### src/rtl/sram_1w1r_bypass.sv
// rtl/sram_1w1r_bypass.sv - single-clock 1W1R SRAM with lane mask, bypass and 1/2-cycle read latency
//
// Purpose
//   Single-clock-domain 1-write/1-read memory for line buffers and CNN
//   feature/weight stores. Lane-masked writes, write-first read bypass,
//   out-of-range protection, read latency of 1 or 2 with a valid strobe.
//   Storage is a plain array with no reset so synthesis can map it to
//   block or distributed RAM.
//
// Ports
//   clk     in   1      clock, rising edge
//   rstn    in   1      asynchronous active-low reset (pipeline only)
//   qa      out  WWORD  read data; holds the last result while idle
//   qa_vld  out  1      high in the cycle qa carries a fresh read result
//   aa      in   WADDR  read address
//   cena    in   1      read enable, active-low
//   db      in   WWORD  write data
//   ab      in   WADDR  write address
//   cenb    in   1      write enable, active-low
//   wlane   in   NLANE  per-lane write mask, active-high, lane 0 = LSBs

module sram_1w1r_bypass #(
  parameter int WWORD    = 32,
  parameter int WADDR    = 5,
  parameter int DEPTH    = 24,
  parameter int NLANE    = 1,
  parameter int READ_LAT = 1
) (
  input  logic             clk,
  input  logic             rstn,
  output logic [WWORD-1:0] qa,
  output logic             qa_vld,
  input  logic [WADDR-1:0] aa,
  input  logic             cena,
  input  logic [WWORD-1:0] db,
  input  logic [WADDR-1:0] ab,
  input  logic             cenb,
  input  logic [NLANE-1:0] wlane
);

  localparam int LW = WWORD / NLANE;

  // Elaboration-time parameter guards.
  generate
    if (READ_LAT != 1 && READ_LAT != 2) begin : g_bad_lat
      $error("sram_1w1r_bypass: READ_LAT must be 1 or 2");
    end
    if ((WWORD % NLANE) != 0) begin : g_bad_lane
      $error("sram_1w1r_bypass: WWORD must be a multiple of NLANE");
    end
    if (DEPTH < 1 || DEPTH > (1 << WADDR)) begin : g_bad_depth
      $error("sram_1w1r_bypass: DEPTH out of range for WADDR");
    end
  endgenerate

  // Depth as a WADDR+1 bit value so DEPTH == 2**WADDR still compares correctly.
  localparam int unsigned DEPTH_U = DEPTH;
  localparam logic [WADDR:0] DEPTH_W = DEPTH_U[WADDR:0];

  logic [WWORD-1:0] mem [0:DEPTH-1];

  logic             wr_ok;
  logic             rd_ok;
  logic [WWORD-1:0] rd_d;

  logic [WWORD-1:0] s1_q;
  logic             v1_q;

  assign wr_ok = !cenb && ({1'b0, ab} < DEPTH_W);
  assign rd_ok = {1'b0, aa} < DEPTH_W;

  // Storage: no reset so contents survive rstn and RAM inference is kept.
  always_ff @(posedge clk) begin
    if (wr_ok) begin
      for (int i = 0; i < NLANE; i++) begin
        if (wlane[i]) begin
          mem[ab][i*LW +: LW] <= db[i*LW +: LW];
        end
      end
    end
  end

  // Read result as the word will stand after this edge's write (write-first):
  // lanes being written to the same address come straight from db.
  always_comb begin
    rd_d = '0;
    if (rd_ok) begin
      rd_d = mem[aa];
      if (!cenb && (ab == aa)) begin
        for (int i = 0; i < NLANE; i++) begin
          if (wlane[i]) begin
            rd_d[i*LW +: LW] = db[i*LW +: LW];
          end
        end
      end
    end
  end

  // First output stage: captured only on a read so idle cycles hold qa.
  always_ff @(posedge clk or negedge rstn) begin
    if (!rstn) begin
      s1_q <= '0;
      v1_q <= 1'b0;
    end else begin
      v1_q <= !cena;
      if (!cena) begin
        s1_q <= rd_d;
      end
    end
  end

  generate
    if (READ_LAT == 2) begin : g_lat2
      logic [WWORD-1:0] s2_q;
      logic             v2_q;

      // Second stage follows the valid of stage one so it also holds when idle.
      always_ff @(posedge clk or negedge rstn) begin
        if (!rstn) begin
          s2_q <= '0;
          v2_q <= 1'b0;
        end else begin
          v2_q <= v1_q;
          if (v1_q) begin
            s2_q <= s1_q;
          end
        end
      end

      assign qa     = s2_q;
      assign qa_vld = v2_q;
    end else begin : g_lat1
      assign qa     = s1_q;
      assign qa_vld = v1_q;
    end
  endgenerate

endmodule

### config.mk
export PLATFORM = sky130hd
export DESIGN_NAME = sram_1w1r_bypass
export DESIGN_NICKNAME = d
export VERILOG_FILES = /design/src/rtl/sram_1w1r_bypass.sv
export SDC_FILE = /design/constraint.sdc
export NUM_CORES = 1
export LEC_CHECK = 0
export CAP_MARGIN = 30
export CORE_UTILIZATION = 35
export DETAILED_ROUTE_END_ITERATION = 8
export SLEW_MARGIN = 20
export SYNTH_ARGS = -nofsm -noshare
export SYNTH_HDL_FRONTEND = slang
export SYNTH_SLANG_ARGS = --single-unit
### constraint.sdc
create_clock -name clk -period 3.05 [get_ports clk]
set_input_delay 0.61 -clock clk [delete_from_list [all_inputs] [get_ports clk]]
set_output_delay 0.61 -clock clk [all_outputs]
set_load 0.1 [all_outputs]
==> run_results.csv <==
group,metric,value,unit
sta,post-route-period-util,73.5,%
clock_tree,clock_tree.buffer_depth,3,
synthesis,synth_top_area_share,74.4,%
worst_setup_path,cp_top_family,"compound AO/OA/AOI/OAI gates",
clock_tree,cts_tree,"yes",
die,ioPinCount,80,
layout,fin_nets,1784,
worst_setup_path,max_stage_delay,520,ps
clock_tree,htree_levels,3,
placement,post-place-ws,211,ps
power,total_power,23600,µW
sta,fin_ws,807,ps
die,core,87300,µm²
synthesis,synth_top_cell_by_area,"edfxtp_1",
drt,wirelength,77.0,mm
drt,via_per_inst,5.43,
drt,ant_nets,0,
synthesis,synth_seq_cells,801,
sta,maxSlewViolCount,0,
synthesis,ys_warn_count,0,
worst_setup_path,worst_r2r_endpoint,"qa[23]",
grt,grt_pass1_wl,113,mm
worst_setup_path,rr_startpoint,"mem[23][23]",
layout,finalNonFillerCells,2956,
grt,grt_overflow,0,
power,p_leak,0.0120,µW
placement,hpwl,47.9,mm
synthesis,synth.net_count,1590,
worst_hold_path,hold_path.class,"input pin to asynchronous set/reset pin",
synthesis,syn_inst,1543,
power,powerDensity,638,nW/µm²
layout,final_area,37000,µm²
die,die-area,89800,µm²
worst_setup_path,reg2reg_slack,1270,ps
worst_setup_path,cp_slowest_cell,"nor4_4",
clock_tree,post_cts_resized,0,
worst_setup_path,start_kind,"input pin",
worst_setup_path,crit_arrival,2800,ps
clock_tree,cts_sinks,801,
die,die_height,300,µm
sta,clock.fmax,446,MHz
worst_setup_path,cp_cell_sequence,"clkdlybuf4s50_1, xor2_1, nor4_4, a41o_2, buf_12, o221ai_1, a21oi_1",
clock_tree,cts_buffers,77,
sta,finalSetupViolCount,0,
placement,portBuffers,79,
sta,fin_crit,2240,ps
worst_setup_path,cp_max_fo,32,
synthesis,syn_area_per_cell,20.1,µm²
drt,drc,0,
die,row_count,108,
sta,timing.setup.tns,0,ps
layout,fillers,7597,
run_status,status,"complete, no violations",
placement,place_area,34500,µm²
drt,drt_pre_antenna_iters,6,
layout,layout_common_cells,"768 x edfxtp_1, 128 x mux2i_1, 121 x buf_4",
sta,finalHoldViolCount,0,
clock_tree,cts_root_buf,"clkbuf_16",
grt,antenna_found_initial,1,
placement,gp_congestion,0.771,
sta,finClkSkew,20.5,ps
synthesis,synth_seq_area_share,77.0,%
grt,track_usage,17.2,%
sta,rsz0062_at_grt,"false",
worst_setup_path,worstRegToRegCells,6,
synthesis,syn_area,31000,µm²
worst_setup_path,crit_required,3610,ps
placement,place_inst,2812,
layout,mostFrequentLayoutCell,"edfxtp_1",
sta,worst_pin_slew,984,ps
die,die_w,300,µm
drt,drt_iter0_markers,1683,
power,peakVddDrop,0.364,mV
die,start_util,35.5,%
grt,grt_pass1_vias,16500,
clock_tree,clk_pin_slew,60,ps
layout,syn_to_final_growth,19.2,%
worst_setup_path,path_buf_inv,2,
clock_tree,worstSkewPairLatency,630,ps
synthesis,synth_area_leaders,"edfxtp_1 74%, mux4_2 7.0%, mux2i_1 4.1%",
job,maxCapViolCount,0,
worst_setup_path,end_kind,"flip-flop",
worst_setup_path,critPathKind,"input pin to flip-flop",
synthesis,synth_cell_types,36,
layout,drive_gt1_share,27.3,%
drt,wl_per_cell,26.1,µm
sta,max_slew_margin,34.3,%
grt,grt_max_degree,59,
drt,via_count,16000,
-- routing by layer --
metal | GRT usage, % | wire (µm)
met4 | 4.60 | 1350
met3 | 3.78 | 5800
met1 | 24.7 | 33800
met2 | 26.6 | 36000
met5 | 0 | 13
-- final cells by class --
cell class	instances	area, µm²	area share, %
antenna	2	5.00	0.0135
clock buffer	93	2020	5.46
clock inverter	48	468	1.27
inverter	3	11.3	0.0305
multi-input combinational	638	6800	18.4
sequential	801	23900	64.6
tap	1155	1450	3.91
timing repair buffer	216	2340	6.32
-- where the power goes --
group	internal, µW	switching [µW]
clock	5420	4050
sequential	12200	113
combinational	600	1230
-- cells in the mapped netlist --
cell type	number
buf_6	5
a21o_1	1
nor4_4	1
o22ai_1	32
and2_1	2
mux2i_1	128
xor2_1	5
nor2_1	31
a21oi_1	34
nor2b_1	4
o211ai_1	23
buf_2	29
buf_1	4
edfxtp_1	768
mux2_2	64
a22oi_1	22
nand3_1	1
dfrtp_1	33
or3_1	2
inv_1	3
nand2_1	37
a32oi_1	1
mux4_2	96
buf_4	9
o221ai_1	31
buf_8	5
or3b_2	2
a41o_2	1
nand2b_1	2
a222oi_1	32
and3_1	31
o21ai_0	10
nand3b_1	3
a221oi_2	6
a221oi_1	36
clkbuf_1	49
-- repair_timing --
item	4_1_cts	5_1_grt
hold endpoints to repair	13	0
hold buffers	1	0
setup endpoints to repair	0	0
buffers inserted	0	0
-- how the worst max path moves through the flow --
stage / from / to / slack [ps] / cells past startpoint
after floorplan: ab[4] / mem[20][0] / -170 / 5
after global placement: wlane / mem[8][5] / 200 / 7
after detailed placement: aa[0] / qa[23] / 210 / 8
after CTS: qa[2] / qa[2] / 850 / 1
after global routing: aa[0] / qa[3] / 730 / 7
final: ab[2] / qa[23] / 810 / 7
-- state kept, by name (all words and copies together), names as in the netlist --
signal / flops
qa: 32
qa_vld: 1
mem: 768
-- through the flow --
step	util, %	hold slack, ps
after floorplan	-	314
after detailed placement	39.5	551
after global routing	42.4	488
after global placement	39.5	548
final	42.4	476
after CTS	42.4	452
-- worst register-to-register path, cell delays in order (launching register included) --
cell and delay (ps):
edfxtp_1 370, mux2_2 280, o22ai_1 170, a221oi_1 100, buf_4 210, o221ai_1 390, a21oi_1 140
-- logic make-up (layout without fill, tap and decap cells) --
group,Yosys count,in the layout,synth area share (%)
AND/OR/NAND/NOR,116,116,1.86
other,0,2,0
AO/OA/AOI/OAI,229,229,5.75
buffers and inverters,104,360,1.79
XOR/XNOR,5,5,0.141
flip-flops,801,801,77.0
multiplexers,288,288,13.4
Power figures use the tool's default switching activity.
